--- config.mk ---
export PLATFORM = sky130hd
export DESIGN_NAME = write_back_mp
export DESIGN_NICKNAME = d
export VERILOG_FILES = /design/src/rtl/wb_pkg.sv /design/src/rtl/write_back_mp.sv
export SDC_FILE = /design/constraint.sdc
export NUM_CORES = 1
export LEC_CHECK = 0
export ABC_CLOCK_PERIOD_IN_PS = 3100
export BUFFER_PORTS_ARGS = -buffer_cell sky130_fd_sc_hd__buf_2
export CAP_MARGIN = 20
export CORE_AREA = 2 2 126 128
export DETAILED_ROUTE_END_ITERATION = 6
export DIE_AREA = 0 0 128 130
export PLACE_DENSITY = 0.63
export SKIP_LAST_GASP = 1
export SLEW_MARGIN = 20
export SYNTH_ARGS = -nofsm -noshare
export SYNTH_HDL_FRONTEND = slang
export SYNTH_SLANG_ARGS = --single-unit
--- constraint.sdc ---
create_clock -name clk -period 3.1 [get_ports clk]
set_clock_uncertainty 0.1 [all_clocks]
set_input_delay 0.775 -clock clk [delete_from_list [all_inputs] [get_ports clk]]
set_output_delay 0.775 -clock clk [all_outputs]
set_load 0.02 [all_outputs]
--- src/rtl/wb_pkg.sv ---
// Shared types and helpers for the multi-port write-back stage.
package wb_pkg;

  // Write-back sequencing: IDLE accepts work, HI issues the deferred RdHi write
  typedef enum logic [0:0] {
    WB_IDLE = 1'b0,
    WB_HI   = 1'b1
  } wb_state_e;

  // CPSR byte-field positions, matching the MSR field mask {f,s,x,c}
  localparam int WB_CPSR_C = 0;
  localparam int WB_CPSR_X = 1;
  localparam int WB_CPSR_S = 2;
  localparam int WB_CPSR_F = 3;

  // SVC mode with IRQ and FIQ masked
  localparam logic [31:0] WB_CPSR_RESET = 32'h0000_00D3;

  // Replace only the CPSR bytes whose field-enable bit is set
  function automatic logic [31:0] wb_cpsr_merge(
    input logic [31:0] cur,
    input logic [31:0] nxt,
    input logic [3:0]  mask
  );
    logic [31:0] res;
    res = cur;
    if (mask[WB_CPSR_C]) res[8*WB_CPSR_C +: 8] = nxt[8*WB_CPSR_C +: 8];
    if (mask[WB_CPSR_X]) res[8*WB_CPSR_X +: 8] = nxt[8*WB_CPSR_X +: 8];
    if (mask[WB_CPSR_S]) res[8*WB_CPSR_S +: 8] = nxt[8*WB_CPSR_S +: 8];
    if (mask[WB_CPSR_F]) res[8*WB_CPSR_F +: 8] = nxt[8*WB_CPSR_F +: 8];
    return res;
  endfunction

endpackage

--- src/rtl/write_back_mp.sv ---
// Write-back stage: commits ALU, short/long multiply and masked CPSR results
// through one or two register-file write ports. With a single port a long
// multiply is split into a LO beat and a HI beat, stalling upstream.
module write_back_mp
  import wb_pkg::*;
#(
  parameter int          DATA_W      = 32,
  parameter int          REG_ADDR_W  = 6,
  parameter int          WRITE_PORTS = 1,   // 1 or 2 only
  parameter logic [31:0] CPSR_RESET  = WB_CPSR_RESET
) (
  input  logic                            clk,
  input  logic                            rst_n,
  input  logic                            valid_i,
  output logic                            ready_o,
  input  logic [REG_ADDR_W-1:0]           dest_i,
  input  logic [REG_ADDR_W-1:0]           dest_hi_i,
  input  logic                            write_dest_do_i,
  input  logic                            write_dest_m_i,
  input  logic                            m_long_i,
  input  logic                            write_cpsr_i,
  input  logic [3:0]                      cpsr_mask_i,
  input  logic [DATA_W-1:0]               result_i,
  input  logic [2*DATA_W-1:0]             m_result_i,
  input  logic [DATA_W-1:0]               cpsr_i,
  output logic [WRITE_PORTS-1:0]          rw_we_o,
  output logic [WRITE_PORTS*REG_ADDR_W-1:0] rw_i_o,
  output logic [WRITE_PORTS*DATA_W-1:0]   rw_o,
  output logic [DATA_W-1:0]               cpsr_o,
  output logic                            done_o
);

  // Slice used for RdHi in the dual-port case; folds to 0 when only one port
  // exists so the never-taken dual-port branch still indexes in range.
  localparam int HI_PORT = (WRITE_PORTS == 2) ? 1 : 0;

  wb_state_e                         r_state;
  logic [WRITE_PORTS-1:0]            r_we;
  logic [WRITE_PORTS*REG_ADDR_W-1:0] r_idx;
  logic [WRITE_PORTS*DATA_W-1:0]     r_data;
  logic                              r_done;
  logic [DATA_W-1:0]                 r_cpsr;
  logic [DATA_W-1:0]                 r_hi_data;
  logic [REG_ADDR_W-1:0]             r_hi_dest;

  logic                              w_accept;
  logic [DATA_W-1:0]                 w_lo;
  logic [DATA_W-1:0]                 w_hi;
  logic [DATA_W-1:0]                 w_cpsr_merged;

  assign ready_o       = (r_state == WB_IDLE) && rst_n;
  assign w_accept      = valid_i && ready_o;
  assign w_lo          = m_result_i[DATA_W-1:0];
  assign w_hi          = m_result_i[2*DATA_W-1:DATA_W];
  assign w_cpsr_merged = DATA_W'(wb_cpsr_merge(32'(r_cpsr), 32'(cpsr_i), cpsr_mask_i));

  assign rw_we_o = r_we;
  assign rw_i_o  = r_idx;
  assign rw_o    = r_data;
  assign cpsr_o  = r_cpsr;
  assign done_o  = r_done;

  // Sequencer: registers every write one cycle after acceptance; write enables
  // and done are single-cycle pulses, address/data slices hold when idle.
  always_ff @(posedge clk) begin
    if (!rst_n) begin
      r_state   <= WB_IDLE;
      r_we      <= '0;
      r_idx     <= '0;
      r_data    <= '0;
      r_done    <= 1'b0;
      r_cpsr    <= DATA_W'(CPSR_RESET);
      r_hi_data <= '0;
      r_hi_dest <= '0;
    end else begin
      r_we   <= '0;
      r_done <= 1'b0;
      case (r_state)
        WB_IDLE: begin
          if (w_accept) begin
            if (write_cpsr_i) begin
              r_cpsr <= w_cpsr_merged;
            end
            if (write_dest_do_i) begin
              // Data-processing result outranks any multiply flag
              r_we[0]                   <= 1'b1;
              r_idx[0 +: REG_ADDR_W]    <= dest_i;
              r_data[0 +: DATA_W]       <= result_i;
              r_done                    <= 1'b1;
            end else if (write_dest_m_i && m_long_i && (WRITE_PORTS == 2)) begin
              // Both halves in one beat; RdHi wins when the indices collide
              r_we[0]                                 <= (dest_i != dest_hi_i);
              r_idx[0 +: REG_ADDR_W]                  <= dest_i;
              r_data[0 +: DATA_W]                     <= w_lo;
              r_we[HI_PORT]                           <= 1'b1;
              r_idx[HI_PORT*REG_ADDR_W +: REG_ADDR_W] <= dest_hi_i;
              r_data[HI_PORT*DATA_W +: DATA_W]        <= w_hi;
              r_done                                  <= 1'b1;
            end else if (write_dest_m_i && m_long_i) begin
              // Single port: issue RdLo now, park RdHi for the next beat
              r_we[0]                <= 1'b1;
              r_idx[0 +: REG_ADDR_W] <= dest_i;
              r_data[0 +: DATA_W]    <= w_lo;
              r_hi_data              <= w_hi;
              r_hi_dest              <= dest_hi_i;
              r_state                <= WB_HI;
            end else if (write_dest_m_i) begin
              r_we[0]                <= 1'b1;
              r_idx[0 +: REG_ADDR_W] <= dest_i;
              r_data[0 +: DATA_W]    <= w_lo;
              r_done                 <= 1'b1;
            end else begin
              // CPSR-only or empty instruction still retires
              r_done <= 1'b1;
            end
          end
        end
        WB_HI: begin
          r_we[0]                <= 1'b1;
          r_idx[0 +: REG_ADDR_W] <= r_hi_dest;
          r_data[0 +: DATA_W]    <= r_hi_data;
          r_done                 <= 1'b1;
          r_state                <= WB_IDLE;
        end
        default: r_state <= WB_IDLE;
      endcase
    end
  end

endmodule

==> results.sh, run 1 <==
export IMPL_hold_violations=0
export IMPL_cts_buffers=9
export IMPL_globalplace_congestion=0.783
export IMPL_end_kind="output pin"
export IMPL_synthXorXnorAreaFrac_pct=0
export IMPL_crit_chain="buf_4 -> nor2b_1 -> buf_2"
export IMPL_synth_edf_count=0
export IMPL_cts_sinks=111
export IMPL_clk_latency_ns=0.35
export IMPL_swShare_pct=25.4
export IMPL_synth_top_area_share_pct=42.3
export IMPL_synth_top_area_cell="dfxtp_1"
export IMPL_hold_path_class="flip-flop to flip-flop"
export IMPL_finalSetupViolCount=0
export IMPL_first_iter_violations=289
export IMPL_cts_setup_buffers=0
export IMPL_start_util_pct=34.0
export IMPL_cp_slowest_stage_delay_ns=0.28
export IMPL_drv_slew=0
export IMPL_antenna_found_initial=2
export IMPL_drtPass1Iterations=4
export IMPL_status="completed"
export IMPL_path_max_fanout=28
export IMPL_placed_area_mm2=0.00640
export IMPL_drive_gt1_share_pct=32.6
export IMPL_syn_to_final_growth_pct=27.7
export IMPL_syn_area_mm2=0.00525
export IMPL_clkTransAtPathRegs_ns=0.07
export IMPL_p_switching_uw=793
export IMPL_maxCapViolCount=0
export IMPL_crit_path_top_delay_cell="buf_4"
export IMPL_vias_per_cell=5.09
export IMPL_yosysMostFrequentCell="dfxtp_1"
export IMPL_clockRootBuffer="clkbuf_16"
export IMPL_grt_overflow=0
export IMPL_core_rowCount=46
export IMPL_die_y_um=130
export IMPL_fin_crit_sh_pct=75.8
export IMPL_synth_nets=749
export IMPL_clockPowerShare_pct=38.1
export IMPL_die_x_um=128
export IMPL_dp_hpwl_um=10700
export IMPL_grt_pass1_wl_um=24000
export IMPL_pre_cts_slack_ns=0.737
export IMPL_fillCellCount=1591
export IMPL_grt_usage_pct=18.1
export IMPL_synth_top_cells_by_area="dfxtp_1 42%, o21ai_0 9.6%, a21boi_1 7.9%"
export IMPL_synth_top_family_by_area="compound AO/OA/AOI/OAI gates"
export IMPL_tns_ns=0
export IMPL_p_seq_share_pct=47.8
export IMPL_fp_dieArea_mm2=0.0166
export IMPL_grt_max_degree=46
export IMPL_p_leak_uw=0.00285
export IMPL_path_buf_inv=2
export IMPL_cp_top_family="buffers and inverters"
export IMPL_post_route_cell_area_mm2=0.00670
export IMPL_drc_errors=0
export IMPL_max_freq_mhz=425
export IMPL_synth_compound_area_share_pct=26.1
export IMPL_vias=4998
export IMPL_core_area_mm2=0.0154
export IMPL_first_global_vias=4632
export IMPL_htreeDepth=3
export IMPL_synthCells=598
export IMPL_p_comb_share_pct=14.1
export IMPL_rsz0062_at_grt="false"
export IMPL_start_kind="primary input"
export IMPL_synthMuxAreaShare_pct=7.25
export IMPL_synthSimpleGateAreaFrac_pct=17.0
export IMPL_crit_type="primary input to output pin"
export IMPL_setup_slack_ns=0.749
export IMPL_synth_avg_cell_area_um2=8.78
export IMPL_period_needed_ns=2.35
export IMPL_critPathArrivalTime_ns=1.48
export IMPL_synthDistinctLibCells=31
export IMPL_ys_warn_count=0
export IMPL_ys_seq_area_share_pct=42.3
export IMPL_routed_wl_um=15500
export IMPL_synthAdderAreaFrac_pct=0
export IMPL_critical_path_required_ns=2.22
export IMPL_final_nets=936
export IMPL_ys_ff_latch=111
export IMPL_p_int_uw=2330
export IMPL_relSlewSlack_pct=61.0
export IMPL_synthArstFlopShare_pct=0
export IMPL_port_buffers=223
export IMPL_worst_slew_pin_slew_ns=0.585
export IMPL_wl_per_cell_um=15.7
export IMPL_io_pin_count=224
export IMPL_power_density_mw_per_mm2=466
export IMPL_cts_tree="yes"
export IMPL_clockBufferDepth=2
export IMPL_synth_flop_cell="dfxtp_1"
export IMPL_ant_nets=0
export IMPL_cts_resized_gates=0
export IMPL_vdd_ir_drop_max_mv=0.234
export IMPL_postCtsHoldBufs=0
export IMPL_synthTopCellsByCount="111 x dfxtp_1, 101 x o21ai_0, 75 x nand3_1"
-- state kept, by name (all words and copies together) (netlist names) --
register / cells
cpsr_o: 32
r_hi_data: 32
rw_o: 32
r_hi_dest: 6
rw_i_o: 6
done_o: 1
r_state: 1
rw_we_o: 1
-- power by group through the flow --
stage | Sequential (uW) | Clock (uW) | Combinational, uW
global placement | 1530 | 0 | 442
global route | 1500 | 1280 | 481
finish | 1490 | 1190 | 441
detailed placement | 1530 | 0 | 443
CTS | 1490 | 1220 | 445
floorplan | 1570 | 0 | 215
-- path summary, 6_finish.rpt --
path | from | end | cells past startpoint | slack [ns]
min | cpsr_o[28] | cpsr_o[28] | 2 | 0.37
min reg2reg | cpsr_o[28] | cpsr_o[28] | 2 | 0.37
max | rst_n | ready_o | 3 | 0.75
max reg2reg | r_state | r_hi_dest[3] | 5 | 1.08
-- stage by stage --
| step | instances | total power (uW) | utilization (%) | hold WS (ns) |
|---|---|---|---|---|
| 2_1_floorplan | 598 | 1790 | - | 0.347 |
| 3_3_place_gp | 966 | 1970 | 41.5 | 0.358 |
| 3_5_place_dp | 966 | 1970 | 41.5 | 0.362 |
| 4_1_cts | 981 | 3160 | 43.4 | 0.372 |
| 5_1_grt | 982 | 3260 | 43.4 | 0.389 |
| 6_report | 982 | 3120 | 43.4 | 0.370 |
-- cell type report --
type	count	area [um^2]	share of cell area (%)
multi-input cells	422	2640	39.5
flip-flops and latches	111	2220	33.2
repair buffers	238	1280	19.1
clock buffers	12	256	3.83
well taps	192	240	3.58
clock inverters	3	42.5	0.635
inverters	3	11.3	0.168
diodes	1	2.50	0.0373
-- logic make-up (layout without fill, tap and decap cells) --
group,Yosys count,count (layout)
AOI/OAI and AO/OA,214,214
buffers and inverters,65,256
DFF,111,111
muxes,38,38
other,0,1
and+or+nand+nor,170,170
-- per-layer routing --
metal  GRT usage (%)  vias up  wire length [um]
met2            29.9      131              7290
li1                -     2510                 -
met3            3.36       24               746
met4            7.30        2               341
met1            23.6     2331              7060
met5               0        -                17
-- worst min-delay path, cell delays in order, from the launching register on --
cell      delay [ns]
dfxtp_1         0.31
o21ai_0         0.06
a21boi_1        0.06
-- cell usage in the layout, fill, tap and decap left out, types with 2 or more instances in the layout --
cell       count
a21boi_0      10
a21boi_1      55
a21oi_1        8
buf_12         4
buf_2        222
buf_4         12
clkbuf_16      9
clkbuf_8       2
dfxtp_1      110
inv_1          3
mux2i_1       38
nand2_1       26
nand2b_1      32
nand3_1       75
nor2_1         2
nor2b_1        2
nor3_1        25
o21a_1        26
o21ai_0      101
o311a_1        6
o311ai_0       5
o311ai_1       2
(Power assumes the default switching activity.)
==> inputs of run 2 (changes only) <==
- ABC_CLOCK_PERIOD_IN_PS: 3100 -> 1940
- PLACE_DENSITY: 0.63 -> 0.65
- clock period: 3.1 -> 1.94 ns (I/O delays scaled with it)
==> results.sh, run 2 (synthesis results as in run 1) <==
export IMPL_layout_commonest_cell="buf_2"
export IMPL_r2r_setup_slack_ns=0.40
export IMPL_start_util_pct=34.0
export IMPL_ant_nets=0
export IMPL_worst_slew_pin_slew_ns=0.468
export IMPL_die_x_um=128
export IMPL_period_needed_ns=1.65
export IMPL_post_route_cell_area_mm2=0.00680
export IMPL_fin_crit_sh_pct=85.2
export IMPL_clockBufferDepth=2
export IMPL_cp_slowest_stage_delay_ns=0.20
export IMPL_grt_max_degree=53
export IMPL_status="completed"
export IMPL_vdd_ir_drop_max_mv=0.430
export IMPL_end_kind="output pin"
export IMPL_syn_to_final_growth_pct=29.6
export IMPL_rsz0062_at_grt="false"
export IMPL_max_freq_mhz=605
export IMPL_placed_area_mm2=0.00647
export IMPL_reg2reg_to="rw_i_o[3]"
export IMPL_p_leak_uw=0.00290
export IMPL_final_cell_mix="222 x buf_2, 110 x dfxtp_1, 101 x o21ai_0"
export IMPL_drive_gt1_share_pct=33.4
export IMPL_min_to="cpsr_o[4]"
export IMPL_setup_slack_ns=0.287
export IMPL_grt_use_met3_pct=3.73
export IMPL_seq_area_mm2=0.00222
export IMPL_use_met1_pct=22.5
export IMPL_globalplace_congestion=0.821
export IMPL_critical_path_required_ns=1.35
export IMPL_grt_pass1_wl_um=23400
export IMPL_clk_latency_ns=0.35
export IMPL_relSlewSlack_pct=68.8
export IMPL_finalSetupViolCount=0
export IMPL_io_pin_count=224
export IMPL_hold_violations=0
export IMPL_crit_chain="buf_4 -> nor2b_2 -> buf_2"
export IMPL_first_global_vias=4593
export IMPL_start_kind="primary input"
export IMPL_top_usage_layer="met2"
export IMPL_r2r_start="r_state"
export IMPL_crit_path_top_delay_cell="buf_4"
export IMPL_final_nets=943
export IMPL_die_y_um=130
export IMPL_tns_ns=0
export IMPL_globalRouteMet2Util_pct=29.3
export IMPL_core_area_mm2=0.0154
export IMPL_port_buffers=223
export IMPL_fp_dieArea_mm2=0.0166
export IMPL_clockRootBuffer="clkbuf_16"
export IMPL_cts_setup_buffers=0
export IMPL_vias=5041
export IMPL_drtPass1Iterations=5
export IMPL_routed_wl_um=15200
export IMPL_holdPathStages=3
export IMPL_wl_per_cell_um=15.3
export IMPL_cts_tree="yes"
export IMPL_vias_per_cell=5.09
export IMPL_htreeDepth=3
export IMPL_hp_start="cpsr_i[4]"
export IMPL_r2r_cells=4
export IMPL_clkTransAtPathRegs_ns=0.07
export IMPL_pre_cts_slack_ns=0.164
export IMPL_grt_overflow=0
export IMPL_crit_type="primary input to output pin"
export IMPL_hold_path_class="primary input to flip-flop"
export IMPL_antenna_found_initial=2
export IMPL_path_max_fanout=17
export IMPL_critPathArrivalTime_ns=1.07
export IMPL_drc_errors=0
export IMPL_postCtsHoldBufs=0
export IMPL_first_iter_violations=438
export IMPL_drv_slew=0
export IMPL_cts_resized_gates=0
export IMPL_cts_buffers=9
export IMPL_dp_hpwl_um=10800
export IMPL_power_density_mw_per_mm2=755
export IMPL_multi_input_area_mm2=0.00265
export IMPL_grt_usage_pct=17.6
export IMPL_maxCapViolCount=0
export IMPL_fillCellCount=1589
export IMPL_core_rowCount=46
export IMPL_cts_sinks=111
run 2: stage by stage:
step                utilization [%]  hold WS [ns]  total power, uW  cells
global placement               41.9         0.357             3160    973
detailed placement             41.9         0.361             3160    973
floorplan                         -         0.347             2850    598
global route                   44.0         0.267             5330    989
finish                         44.1         0.267             5130    991
CTS                            44.0         0.256             5190    989
run 2: worst max-delay path by stage:
stage	end	start	cells past startpoint
final	ready_o	rst_n	3
after global routing	ready_o	r_state	2
after CTS	ready_o	r_state	2
after detailed placement	rw_o[24]	rst_n	5
after global placement	rw_o[18]	rst_n	4
after floorplan	ready_o	rst_n	4
run 2: where the power goes:
part	switching, uW	internal, uW	total (uW)
Sequential	34.5	2350	2380
Combinational	403	319	722
Clock	824	1200	2030
Total	1260	3870	5130
run 2: per-layer routing:
metal / share of wire, % / vias up
met1: 45 / 2351
met4: 2.2 / 2
li1: - / 2527
met5: 0.092 / -
met3: 5.2 / 22
met2: 48 / 139
run 2: cell type report:
cell class	count	area share, %
diodes	2	0.0736
clock buffers	13	3.83
clock inverters	3	0.957
inverters	3	0.166
multi-input cells	422	38.9
flip-flops and latches	111	32.7
well taps	192	3.53
repair buffers	245	19.8
run 2: worst max-delay path: cells and delay by family:
| kind | cells | cell delay (ns) |
|---|---|---|
| buffers and inverters | 2 | 0.38 |
| AND/OR/NAND/NOR | 1 | 0.20 |
